<file path="config.mk">
export PLATFORM = sky130hd
export DESIGN_NAME = k423_pcu_sb
export DESIGN_NICKNAME = d
export VERILOG_FILES = /design/src/rtl/k423_pcu_sb.sv
export SDC_FILE = /design/constraint.sdc
export NUM_CORES = 1
export LEC_CHECK = 0
export CAP_MARGIN = 20
export CORE_MARGIN = 1.5
export CORE_UTILIZATION = 45
export CTS_CLUSTER_DIAMETER = 30
export DETAILED_ROUTE_END_ITERATION = 10
export GPL_TIMING_DRIVEN = 0
export HOLD_SLACK_MARGIN = 0.02
export SYNTH_ARGS = -nofsm -noshare
export SYNTH_HDL_FRONTEND = slang
export SYNTH_SLANG_ARGS = --single-unit
</file>
<file path="constraint.sdc">
create_clock -name clk_i -period 11.6 [get_ports clk_i]
set_input_delay 2.32 -clock clk_i [delete_from_list [all_inputs] [get_ports clk_i]]
set_output_delay 2.32 -clock clk_i [all_outputs]
set_load 0.02 [all_outputs]
</file>
<file path="src/rtl/k423_pcu_sb.sv">
// k423_pcu_sb: scoreboard pipeline control unit for the k423 core.
// Each architectural register holds a countdown of the cycles left before its
// in-flight result can be forwarded. The countdown drives load-use style
// hazard stalls, while MDU-busy stalls, WB-resolved flushes and a stall-cycle
// performance counter are handled alongside it.

`ifndef INST_RSDIDX_W
`define INST_RSDIDX_W 5
`endif

module k423_pcu_sb #(
  parameter  int NUM_SRC = 2,
  parameter  int MAX_LAT = 7,
  parameter  int CNT_W   = 32,
  localparam int LAT_W   = $clog2(MAX_LAT + 1),
  localparam int IDX_W   = `INST_RSDIDX_W
) (
  input  logic                     clk_i,
  input  logic                     rst_i,
  input  logic                     id_vld_i,
  input  logic [NUM_SRC-1:0]       id_rs_vld_i,
  input  logic [NUM_SRC*IDX_W-1:0] id_rs_idx_i,
  input  logic                     id_rd_vld_i,
  input  logic [IDX_W-1:0]         id_rd_idx_i,
  input  logic [LAT_W-1:0]         id_rd_lat_i,
  input  logic                     mdu_busy_i,
  input  logic                     wb_bju_upd_mis_i,
  input  logic                     wb_excp_br_tkn_i,
  output logic                     pcu_clear_pc_o,
  output logic                     pcu_clear_if_id_o,
  output logic                     pcu_clear_id_ex_o,
  output logic                     pcu_clear_ex_wb_o,
  output logic                     pcu_stall_pc_o,
  output logic                     pcu_stall_if_id_o,
  output logic                     pcu_stall_id_ex_o,
  output logic                     pcu_stall_ex_wb_o,
  output logic                     pcu_issue_o,
  output logic [CNT_W-1:0]         pcu_stall_cnt_o
);

  localparam int NREG = 1 << IDX_W;

  // Entry 0 only ever holds its reset value, so x0 never looks pending.
  logic [LAT_W-1:0] cnt_q [NREG];
  logic [CNT_W-1:0] stall_cnt_q;

  logic             branch;
  logic             hazard;
  logic             src_hit;
  logic [IDX_W-1:0] src_idx;
  logic             issue;
  logic             rd_write;
  logic [LAT_W:0]   lat_ext;
  logic [LAT_W-1:0] lat_sat;

  assign branch = wb_bju_upd_mis_i | wb_excp_br_tkn_i;

  // Any valid non-x0 source whose producer is still counting down blocks ID.
  always_comb begin
    src_hit = 1'b0;
    src_idx = '0;
    for (int s = 0; s < NUM_SRC; s++) begin
      src_idx = id_rs_idx_i[s*IDX_W +: IDX_W];
      if (id_rs_vld_i[s] && (src_idx != '0) && (cnt_q[src_idx] != '0)) begin
        src_hit = 1'b1;
      end
    end
  end

  assign hazard   = id_vld_i & src_hit;
  assign issue    = id_vld_i & ~branch & ~mdu_busy_i & ~hazard;
  assign rd_write = issue & id_rd_vld_i & (id_rd_idx_i != '0);

  // The extra bit keeps the clamp comparison meaningful at any MAX_LAT.
  assign lat_ext = {1'b0, id_rd_lat_i};
  assign lat_sat = (lat_ext > (LAT_W + 1)'(MAX_LAT)) ? LAT_W'(MAX_LAT) : id_rd_lat_i;

  // Pipe-register controls, prioritised flush over MDU busy over hazard.
  always_comb begin
    pcu_clear_if_id_o = 1'b0;
    pcu_clear_id_ex_o = 1'b0;
    pcu_clear_ex_wb_o = 1'b0;
    pcu_stall_pc_o    = 1'b0;
    pcu_stall_if_id_o = 1'b0;
    pcu_stall_id_ex_o = 1'b0;
    if (branch) begin
      pcu_clear_if_id_o = 1'b1;
      pcu_clear_id_ex_o = 1'b1;
      pcu_clear_ex_wb_o = 1'b1;
    end else if (mdu_busy_i) begin
      pcu_stall_pc_o    = 1'b1;
      pcu_stall_if_id_o = 1'b1;
      pcu_stall_id_ex_o = 1'b1;
      pcu_clear_ex_wb_o = 1'b1;
    end else if (hazard) begin
      // Stall and clear both set on ID/EX; the pipe register lets clear win.
      pcu_stall_pc_o    = 1'b1;
      pcu_stall_if_id_o = 1'b1;
      pcu_stall_id_ex_o = 1'b1;
      pcu_clear_id_ex_o = 1'b1;
    end
  end

  assign pcu_clear_pc_o    = 1'b0;
  assign pcu_stall_ex_wb_o = 1'b0;
  assign pcu_issue_o       = issue;
  assign pcu_stall_cnt_o   = stall_cnt_q;

  // Scoreboard countdown: decrement, reload on issue, wipe on flush.
  always_ff @(posedge clk_i or posedge rst_i) begin
    if (rst_i) begin
      for (int r = 0; r < NREG; r++) begin
        cnt_q[r] <= '0;
      end
    end else begin
      for (int r = 1; r < NREG; r++) begin
        if (branch) begin
          cnt_q[r] <= '0;
        end else if (rd_write && (id_rd_idx_i == IDX_W'(r))) begin
          cnt_q[r] <= lat_sat;
        end else if (cnt_q[r] != '0) begin
          cnt_q[r] <= cnt_q[r] - 1'b1;
        end
      end
    end
  end

  // Saturating count of cycles lost to hazard or MDU stalls.
  always_ff @(posedge clk_i or posedge rst_i) begin
    if (rst_i) begin
      stall_cnt_q <= '0;
    end else if ((hazard | mdu_busy_i) & ~branch & (stall_cnt_q != '1)) begin
      stall_cnt_q <= stall_cnt_q + CNT_W'(1);
    end
  end

endmodule
</file>
==> impl_metrics.tcl <==
set metrics [dict create \
    critPathMaxFanout 10 \
    ioPinCount 68 \
    grt_antenna_before_repair 0 \
    worst_slew_pin_slew_ns 1.104 \
    rows 51 \
    dieArea_sq_um 20580 \
    grt_setup_unrepaired "false" \
    status "complete, no violations" \
    track_usage 0.2384 \
    syn_area_per_cell_sq_um 9.207 \
    p_per_area_nw_per_um2 117.0 \
    synthArstFlopShare 1.000 \
    cts_tree "yes" \
    cts_buffer_depth 2 \
    cts_hold_buf 0 \
    cts_root_buf "clkbuf_16" \
    worst_skew_pair.late_latency_ns 0.44 \
    synth_area_leaders "dfrtp_1 35%, mux2i_1 11%, ha_1 8.9%" \
    r2r_cells 10 \
    syn_area_sq_um 8876 \
    drt_wl_total_um 23210 \
    critPathLaunch "id_rs_idx_i[0]" \
    top_layer "met4" \
    synth_top_area_cell "dfrtp_1" \
    ir_drop_mv 0.1188 \
    period_needed_ns 8.082 \
    numPortBuffers 62 \
    vias 7014 \
    postCtsSetupBuffers 0 \
    met1_length_um 11520 \
    period_share 0.6967 \
    path_common_cell "clkdlybuf4s50_1" \
    antenna_left 0 \
    drc 0 \
    numCtsBuffers 17 \
    rr_endpoint "pcu_stall_cnt_o[31]$_DFFE_PP0P_" \
    grt_pass1_vias 6853 \
    synth_cell_type_count 65 \
    wl_met3_um 913 \
    criticalPathCategory "in2out" \
    required_ns 9.28 \
    drt_first_pass_iters 7 \
    crit_path_start_kind "input port" \
    synth_top_area_share 0.3524 \
    hpwlAfterDp_um 17190 \
    place.gp.congestion 0.8699 \
    worstPathArrival_ns 5.76 \
    path_cells "clkdlybuf4s50_1, buf_6, or2b_1, nor4_1, o41ai_2, o211ai_2, a221oi_2, o21ai_1, a21o_1, inv_1, buf_4, clkdlybuf4s50_1" \
    wl_per_cell_um 17.51 \
    cts.sinks 125 \
    synth_edf_count 0 \
    crit_path_end_kind "output pin" \
    grt_pass1_wl_um 37150 \
    crit_end "pcu_stall_if_id_o" \
    cpPeakStageDelay_ns 0.67 \
    setup_viol 0 \
    reg2reg_from "cnt_q[70]$_DFFE_PP0P_" \
    holdWs_ns 0.4975 \
    path_depth 12 \
    place_area_sq_um 9864 \
    grt_max_degree 74 \
    totalNegativeSetupSlack_ns 0 \
    drv_slew 0 \
    ctsHtreeMaxLevel 4 \
    fin_cells 1325 \
    r2r_slack_ns 8.33 \
    clkTransAtPathRegs_ns 0.07 \
    ys_dominant_reg_cell "dfrtp_1" \
    hp-class "reg2reg" \
    finClkSkew_ns 0.01159 \
    core_area_sq_um 19400 \
    yosysWarningCount 3 \
    overflow 0 \
    ys_ff_latch 125 \
    netlist_instances 964 \
    critPathSlowestCell "clkdlybuf4s50_1" \
    dp.cells 1293 \
    start_util 0.4576 \
    worst-path-buf-inv 5 \
    maxSlewHeadroom 0.2639 \
    cts_resized 0 \
    wl_met2_um 10340 \
    drt_iter0_markers 385 \
    drive_above_1_share 0.09245 \
    fin_nets 1137 \
    ys_seq_area_frac 0.3524 \
    maxCapViolCount 0 \
    die_x_um 143.4 \
    antenna_cells 0 \
    die_h_um 143.4 \
    p_leak_nw 4.223 \
    finish.instance_area_sq_um 10460 \
    max_clock_freq_mhz 123.7 \
    crit_family "buffers and inverters" \
    syn2layout_area_growth_pct 17.83 \
    via_per_inst 5.294 \
    final-hold-violation-count 0 \
]
stage by stage:
stage,power [mW],worst slack [ns],util
5_1_grt,1.275,3.301,0.5392
6_report,1.223,3.518,0.5392
3_3_place_gp,0.6898,3.467,0.5068
3_5_place_dp,0.6927,3.497,0.5085
4_1_cts,1.232,3.476,0.5392
2_1_floorplan,0.6150,4.920,-
cells by family after synthesis:
kind of cell,count (synthesis),share of synthesized area
and+or+nand+nor,352,0.2226
AOI/OAI and AO/OA,103,0.07020
other,1,0.0004225
buffers and inverters,155,0.07683
xor gates and xnor gates,62,0.06118
DFF,125,0.3524
adders and majority gates,63,0.08881
muxes,103,0.1276
worst min-delay path by stage:
stage | from | end | slack, ns | cells after the start
floorplan | pcu_stall_cnt_o[23]$_DFFE_PP0P_ | pcu_stall_cnt_o[23]$_DFFE_PP0P_ | 0.59 | 1
global placement | pcu_stall_cnt_o[18]$_DFFE_PP0P_ | pcu_stall_cnt_o[18]$_DFFE_PP0P_ | 0.48 | 1
detailed placement | pcu_stall_cnt_o[18]$_DFFE_PP0P_ | pcu_stall_cnt_o[18]$_DFFE_PP0P_ | 0.48 | 1
CTS | pcu_stall_cnt_o[18]$_DFFE_PP0P_ | pcu_stall_cnt_o[18]$_DFFE_PP0P_ | 0.50 | 1
global route | pcu_stall_cnt_o[18]$_DFFE_PP0P_ | pcu_stall_cnt_o[18]$_DFFE_PP0P_ | 0.52 | 1
finish | pcu_stall_cnt_o[24]$_DFFE_PP0P_ | pcu_stall_cnt_o[24]$_DFFE_PP0P_ | 0.50 | 1
layout by cell type (no fill, tap or decap), drive strengths merged, types with 35 or more instances in the layout:
master	n
inv	113
nor4	35
o21ai	69
clkdlybuf4s50	62
nor2	116
nand2	85
clkbuf	42
dfrtp	125
mux2i	94
ha	63
xnor2	48
worst register-to-register path: cells and delay by family, from the launching register on:
kind / cells / cell delay [ns]
muxes: 1 / 0.51
DFF: 1 / 0.39
AOI/OAI and AO/OA: 1 / 0.62
buffers and inverters: 1 / 0.14
xor gates and xnor gates: 1 / 0.17
and+or+nand+nor: 6 / 1.30
cell usage after synthesis, types with 8 or more instances:
master / number
nand2_1: 85
mux4_2: 8
dfrtp_1: 125
clkbuf_1: 25
nor4_4: 14
xnor2_1: 48
nor3_1: 24
nand4_1: 14
buf_1: 10
and3_1: 9
o21ai_0: 67
xor2_1: 14
nor4_1: 21
inv_1: 103
ha_1: 63
nand3_1: 14
buf_6: 11
mux2i_1: 94
nor2_1: 116
flip-flops by register name, indices dropped and copies added (netlist names):
name and flops:
pcu_stall_cnt_o 32, cnt_q 93
metal layers:
metal,up-vias,GRT usage
li1,3481,-
met1,3374,0.3447
met2,132,0.3664
met3,27,0.03332
met4,0,0.07841
met5,-,0
power by group:
group / internal [mW] / leakage (nW) / total [mW] / switching [mW]
combinational: 0.0870 / 2.21 / 0.210 / 0.123
sequential: 0.453 / 1.72 / 0.475 / 0.0216
clock: 0.290 / 0.293 / 0.538 / 0.248
layout make-up:
type                            instances  area (sq um)
Buffer                                 52         295.3
Clock buffer                           17         425.4
Clock inverter                         15         168.9
Fill cell                            1875          8940
Inverter                              103         391.6
Multi-Input combinational cell        685          5070
Sequential cell                       125          3128
Tap cell                              265         331.6
Timing Repair Buffer                   63         648.1
No activity file was read; power rests on OpenSTA's default activity.
